--- config.mk ---
export PLATFORM = sky130hd
export DESIGN_NAME = control_cmd_serializer
export DESIGN_NICKNAME = d
export VERILOG_FILES = /design/src/rtl/control_cmd_serializer.sv
export SDC_FILE = /design/constraint.sdc
export NUM_CORES = 1
export LEC_CHECK = 0
export ABC_CLOCK_PERIOD_IN_PS = 6100
export CORE_MARGIN = 2
export CORE_UTILIZATION = 28
export CTS_BUF_LIST = sky130_fd_sc_hd__clkbuf_2
export DETAILED_ROUTE_END_ITERATION = 8
export GPL_TIMING_DRIVEN = 0
export HOLD_SLACK_MARGIN = 0.12
export SETUP_SLACK_MARGIN = 0.15
export SLEW_MARGIN = 20
export SYNTH_ARGS = -nofsm -noshare
export SYNTH_HDL_FRONTEND = slang
export SYNTH_SLANG_ARGS = --single-unit
--- constraint.sdc ---
create_clock -name clk -period 6.1 [get_ports clk]
set_clock_uncertainty 0.1 [all_clocks]
set_input_delay 1.83 -clock clk [delete_from_list [all_inputs] [get_ports clk]]
set_output_delay 1.83 -clock clk [all_outputs]
set_load 0.01 [all_outputs]
--- src/rtl/control_cmd_serializer.sv ---
// Serializes one parallel control command into the opcode/block/reg/data/instr
// byte stream consumed by control_unit_seq, with an inter-byte gap and a per-byte ack timeout.
module control_cmd_serializer #(
    parameter int n_blocks       = 32,
    parameter int reg_addr_width = 4,
    parameter int data_width     = 16,
    parameter int instr_width    = 32,
    parameter int gap_cycles     = 1,
    parameter int timeout_cycles = 1023
) (
    input  logic                          clk,
    input  logic                          reset,
    input  logic                          cmd_valid,
    output logic                          cmd_ready,
    input  logic [7:0]                    cmd_opcode,
    input  logic                          cmd_has_block,
    input  logic                          cmd_has_reg,
    input  logic                          cmd_has_data,
    input  logic                          cmd_has_instr,
    input  logic [$clog2(n_blocks)-1:0]   cmd_block,
    input  logic [reg_addr_width-1:0]     cmd_reg,
    input  logic [data_width-1:0]         cmd_data,
    input  logic [instr_width-1:0]        cmd_instr,
    output logic [7:0]                    out_byte,
    output logic                          out_valid,
    input  logic                          out_next,
    output logic                          busy,
    output logic                          done,
    output logic                          timeout
);

    // state  | meaning
    // IDLE   | waiting for a command (cmd_ready once the gap has expired)
    // OPCODE | presenting the opcode byte
    // BLOCK  | presenting the block number byte
    // REG    | presenting the register number byte
    // DATA   | presenting data bytes, MSB first
    // INSTR  | presenting instruction bytes, MSB first
    // GAP    | out_valid low between bytes; pend_state holds the next field
    localparam logic [2:0] IDLE   = 3'd0;
    localparam logic [2:0] OPCODE = 3'd1;
    localparam logic [2:0] BLOCK  = 3'd2;
    localparam logic [2:0] REG    = 3'd3;
    localparam logic [2:0] DATA   = 3'd4;
    localparam logic [2:0] INSTR  = 3'd5;
    localparam logic [2:0] GAP    = 3'd6;

    localparam int blk_w = $clog2(n_blocks);
    localparam int db    = data_width / 8;
    localparam int ib    = instr_width / 8;
    localparam int bc_w  = $clog2(((db > ib) ? db : ib) + 1);
    localparam int gap_w = (gap_cycles > 0) ? $clog2(gap_cycles + 1) : 1;
    localparam int to_w  = (timeout_cycles > 0) ? $clog2(timeout_cycles + 1) : 1;

    localparam logic [gap_w-1:0] gap_load = gap_w'(gap_cycles);
    localparam logic [to_w-1:0]  to_last  = to_w'((timeout_cycles > 0) ? timeout_cycles - 1 : 0);

    logic [2:0]                state;
    logic [2:0]                pend_state;
    logic [2:0]                next_field;
    logic [2:0]                after_op;
    logic [2:0]                after_block;
    logic [2:0]                after_reg;
    logic [2:0]                after_data;
    logic [7:0]                op_q;
    logic [blk_w-1:0]          blk_q;
    logic [reg_addr_width-1:0] reg_q;
    logic [data_width-1:0]     data_sr;
    logic [instr_width-1:0]    instr_sr;
    logic                      has_block_q;
    logic                      has_reg_q;
    logic                      has_data_q;
    logic                      has_instr_q;
    logic [bc_w-1:0]           byte_cnt;
    logic [gap_w-1:0]          gap_cnt;
    logic [to_w-1:0]           to_cnt;
    logic                      accept;
    logic                      expire;
    logic                      more_bytes;

    assign cmd_ready  = (state == IDLE) && (gap_cnt == '0);
    assign busy       = (state != IDLE);
    assign accept     = out_valid && out_next;
    assign expire     = (timeout_cycles != 0) && out_valid && !out_next && (to_cnt == to_last);
    assign more_bytes = (byte_cnt != '0);

    // Field order is fixed; each stage falls through to the next flagged field.
    always_comb begin
        after_data  = has_instr_q ? INSTR : IDLE;
        after_reg   = has_data_q  ? DATA  : after_data;
        after_block = has_reg_q   ? REG   : after_reg;
        after_op    = has_block_q ? BLOCK : after_block;
        next_field  = IDLE;
        case (state)
            OPCODE:  next_field = after_op;
            BLOCK:   next_field = after_block;
            REG:     next_field = after_reg;
            DATA:    next_field = more_bytes ? DATA : after_data;
            INSTR:   next_field = more_bytes ? INSTR : IDLE;
            default: next_field = IDLE;
        endcase
    end

    always_comb begin
        out_byte = '0;
        case (state)
            OPCODE:  out_byte = op_q;
            BLOCK:   out_byte = 8'(blk_q);
            REG:     out_byte = 8'(reg_q);
            DATA:    out_byte = data_sr[data_width-1 -: 8];
            INSTR:   out_byte = instr_sr[instr_width-1 -: 8];
            default: out_byte = '0;
        endcase
    end

    always_ff @(posedge clk) begin
        if (!reset) begin
            state       <= IDLE;
            pend_state  <= IDLE;
            out_valid   <= 1'b0;
            done        <= 1'b0;
            timeout     <= 1'b0;
            gap_cnt     <= gap_load;
            to_cnt      <= '0;
            byte_cnt    <= '0;
            op_q        <= '0;
            blk_q       <= '0;
            reg_q       <= '0;
            data_sr     <= '0;
            instr_sr    <= '0;
            has_block_q <= 1'b0;
            has_reg_q   <= 1'b0;
            has_data_q  <= 1'b0;
            has_instr_q <= 1'b0;
        end else begin
            done    <= 1'b0;
            timeout <= 1'b0;
            if (gap_cnt != '0) begin
                gap_cnt <= gap_cnt - 1'b1;
            end
            if (state == IDLE) begin
                if (cmd_valid && cmd_ready) begin
                    op_q        <= cmd_opcode;
                    blk_q       <= cmd_block;
                    reg_q       <= cmd_reg;
                    data_sr     <= cmd_data;
                    instr_sr    <= cmd_instr;
                    has_block_q <= cmd_has_block;
                    has_reg_q   <= cmd_has_reg;
                    has_data_q  <= cmd_has_data;
                    has_instr_q <= cmd_has_instr;
                    to_cnt      <= '0;
                    out_valid   <= 1'b1;
                    state       <= OPCODE;
                end
            end else if (state == GAP) begin
                if (gap_cnt <= gap_w'(1)) begin
                    state     <= pend_state;
                    out_valid <= 1'b1;
                end
            end else if (accept) begin
                to_cnt <= '0;
                if (state == DATA) begin
                    data_sr <= data_sr << 8;
                end
                if (state == INSTR) begin
                    instr_sr <= instr_sr << 8;
                end
                if (next_field == DATA && state != DATA) begin
                    byte_cnt <= bc_w'(db - 1);
                end else if (next_field == INSTR && state != INSTR) begin
                    byte_cnt <= bc_w'(ib - 1);
                end else if (more_bytes) begin
                    byte_cnt <= byte_cnt - 1'b1;
                end
                if (next_field == IDLE) begin
                    state     <= IDLE;
                    out_valid <= 1'b0;
                    done      <= 1'b1;
                    gap_cnt   <= gap_load;
                end else if (gap_cycles == 0) begin
                    state <= next_field;
                end else begin
                    state      <= GAP;
                    pend_state <= next_field;
                    out_valid  <= 1'b0;
                    gap_cnt    <= gap_load;
                end
            end else if (expire) begin
                // Abandon the rest of the command; the gap still applies before the next one.
                state     <= IDLE;
                out_valid <= 1'b0;
                timeout   <= 1'b1;
                to_cnt    <= '0;
                gap_cnt   <= gap_load;
            end else begin
                to_cnt <= to_cnt + 1'b1;
            end
        end
    end

endmodule
==> impl_results.md <==
- DR pass1 iterations: 7
- CTS tree: yes
- Die footprint: 16300 µm²
- Via count: 4139
- Number of synthesized register bits: 92
- Mux contribution to synthesized area: 0.02484
- Mapped Avg Cell Area: 7.958 µm²
- Post-synth top area share: 0.4302
- Final Hold Fails: 0
- CP Cell Sequence: buf_2 > clkbuf_1 > clkbuf_1 > clkbuf_1 > a22oi_1 > o22ai_1 > clkdlybuf4s50_1
- Switching Share: 0.3146
- Core Area: 15090 µm²
- Commonest register cell after synthesis: dfxtp_1
- Synth cell types: 54
- GP Congestion: 0.8709
- Synth top area cells: dfxtp_1 43%, nand2_1 10%, a311oi_1 6.5%
- Fraction of the mapped netlist area in adder cells: 0.01169
- Seq pwr share: 0.533
- Largest family of logic cells by synthesized area: compound AO/OA/AOI/OAI gates
- Site Rows: 45
- Vias per cell: 5.011
- Final period utilization: 0.8646
- Post-Syn Area: 4282 µm²
- Worst R2R End: instr_sr[30]
- Comb pwr share: 0.218
- Slowest cell on crit path: clkdlybuf4s50_1
- RSZ-0062 raised after global routing: no
- Cts bufs inserted: 9
- Grt ovf: 0
- Synth Area in XOR/XNOR: 0.002046
- Hpwl dp: 9787 µm
- Vias in the first global route: 4093
- Fin crit period: 5.274 ns
- CP max stage delay: 0.58 ns
- Die height: 127.7 µm
- Top-count cell post-synth: nand2_1
- Hold Worst Slack: 0.3732 ns
- Commonest cells in the netlist: 118 x nand2_1, 92 x dfxtp_1, 62 x nor2_1, 41 x a21oi_1, 32 x a311oi_1
- Simple-Gate Fraction of Synth Area: 0.2402
- Fraction of layout cells with a size suffix above 1: 0.06113
- R2R setup slack: 3.51 ns
- CP startpoint: state[0]
- Total Routing Usage GR: 0.1578
- CTS max path bufs: 2
- Drt total wl: 12520 µm
- PostCTS Resize Cnt: 0
- CP Launch Type: flip-flop
- FMAX: 189.6 MHz
- NetSw: 0.0003966 W
- Max IR drop VDD: 0.1092 mV
- H-tree lvl count: 3
- Fin nets: 710
- Async S/R FF share, synth: 0
- Worst-Margin Slew: 0.6645 ns
- Initial antenna violation count: 0
- Relative slew margins: 0.5536
- Critical path arrival: 3.34 ns
- Syn_nets: 615
- CTS Sinks: 92
- # hold bufs at CTS: 0
- Post-synth EDFFs: 0
- Hold Path Class: reg2reg
- Total negative setup slack: 0 ns
- Critical path class: reg2out
- Post-synthesis compound-gate area fraction: 0.2417
- Largest fanout on the critical path: 10
- CP delay by family, top: buffers and inverters
- Register-to-Register Path Depth: 9
- Reg clk slew, reported paths: 0.25 ns
- DRT iter0 DRCs: 249
- Clock power share: 0.250
- Worst r2r src: state[0]
- PwrDens: 230.4 nW/µm²
- Leak pwr: 2.002 nW
- Final Util: 0.3625
- Global-route wire length before repair: 20240 µm
- PortBufs: 84
- Remaining antenna violation count: 0
- Initial Utilization: 0.2837
- Total power: 0.001261 W
- Top Ports: 86
- Synth warn: 0
- Largest net degree at the start of global routing: 16
- Crit path capture: out_byte[3]
- Routed WL per cell: 15.16 µm
- Drt drc: 0
- Internal power: 0.0008639 W
- Mapped Cells: 538
- Status: completed
- Post-synthesis sequential area ratio: 0.4302
- Die width: 127.7 µm
- Stages on worst setup path: 7
- Clk_lat worst skew: 0.60 ns
- Final setup violation count: 0
- Post-CTS setup buffers: 0
- Crit. End Element: primary output
- Crit-path most repeated cell: clkbuf_1
- Final Max Slew Viols: 0
- Maxcap violations: 0
- Yosys top cell by area: dfxtp_1
- CTS Root Cell: clkbuf_2
- Layout area overhead: 27.76%
- Worst endpoint required time: 4.17 ns
- Ant. Diodes: 0
- CP bufs+invs: 5
-- layout by cell type, fill, tap and decap left out, types with 3 or more instances in the layout --
| cell | instances |
|---|---|
| clkbuf_2 | 10 |
| clkbuf_1 | 24 |
| mux2i_1 | 5 |
| o211ai_1 | 3 |
| clkdlybuf4s50_1 | 84 |
| o21ai_0 | 7 |
| a22oi_1 | 14 |
| a21o_1 | 4 |
| a311oi_1 | 32 |
| mux2_2 | 5 |
| dfxtp_1 | 92 |
| a21oi_1 | 41 |
| a22o_1 | 3 |
| ha_1 | 4 |
| inv_1 | 9 |
| nor2b_1 | 14 |
| nor2_1 | 62 |
| a31oi_1 | 6 |
| nand2_1 | 118 |
| nor3_1 | 6 |
| buf_2 | 10 |
| nand3_1 | 8 |
| and3_1 | 11 |
| o21a_1 | 10 |
| buf_4 | 3 |
| nand2b_1 | 5 |
-- worst min path at each step --
| stage | end | startpoint | slack (ns) | depth (start not counted) |
|---|---|---|---|---|
| finish | reg_q[2] | reg_q[2] | 0.37 | 2 |
| global route | op_q[5] | op_q[5] | 0.39 | 2 |
| CTS | op_q[5] | op_q[5] | 0.38 | 2 |
| detailed placement | op_q[5] | op_q[5] | 0.35 | 2 |
| global placement | reg_q[1] | reg_q[1] | 0.34 | 2 |
| floorplan | reg_q[1] | reg_q[1] | 0.33 | 2 |
-- flip-flops by register name, summed over array words and instances (netlist names) --
signal / count
done: 1
pend_state: 3
state: 3
op_q: 8
has_data_q: 1
instr_sr: 32
gap_cnt: 1
byte_cnt: 3
data_sr: 16
timeout: 1
has_reg_q: 1
blk_q: 5
to_cnt: 10
has_instr_q: 1
reg_q: 4
has_block_q: 1
out_valid: 1
-- power by group through the flow --
stage / logic, W / registers [W] / clock network [W]
floorplan: 0.000166 / 0.000674 / 0
global placement: 0.000272 / 0.000682 / 0
global route: 0.000306 / 0.000677 / 0.000348
finish: 0.000275 / 0.000671 / 0.000315
CTS: 0.000276 / 0.000672 / 0.000321
detailed placement: 0.000275 / 0.000683 / 0
-- cell families after synthesis --
| kind of cell | Yosys count |
|---|---|
| simple gates | 236 |
| compound gates | 145 |
| flops | 92 |
| buf+inv | 50 |
| mux | 10 |
| fa+ha+maj | 4 |
| xor+xnor | 1 |
-- area by class of cell --
class	count	area (µm²)
Inverter	11	41.29
Sequential cell	92	1842
Timing Repair Buffer	84	840.8
Clock buffer	10	50.05
Fill cell	1634	9619
Multi-Input combinational cell	396	2228
Buffer	39	170.2
Tap cell	188	235.2
Clock inverter	6	62.56
-- stage by stage --
stage | area [µm²] | cells | setup slack (ns)
global route | 5470 | 826 | 0.5711
detailed placement | 5358 | 810 | 1.545
global placement | 5358 | 810 | 1.525
finish | 5470 | 826 | 0.8258
CTS | 5470 | 826 | 0.8122
floorplan | 4282 | 538 | 2.471
-- routing by layer --
layer  vias up  track usage  wire (µm)  part of all wire
met2       126       0.2727       6125              0.49
met3        28      0.02796        588             0.047
met4         0      0.07175        363             0.029
met5         -            0          0                 0
li1       2107            -          -                 -
met1      1878       0.1913       5445              0.43
-- worst register-to-register path: stages (launching register included) --
cell      delay [ns]
dfxtp_1         0.35
buf_2           0.17
nor3_4          0.36
inv_2           0.16
or2_1           0.24
buf_2           0.17
a21oi_4         0.33
buf_4           0.24
buf_2           0.24
a311oi_1        0.12
Power figures use the tool's default switching activity.
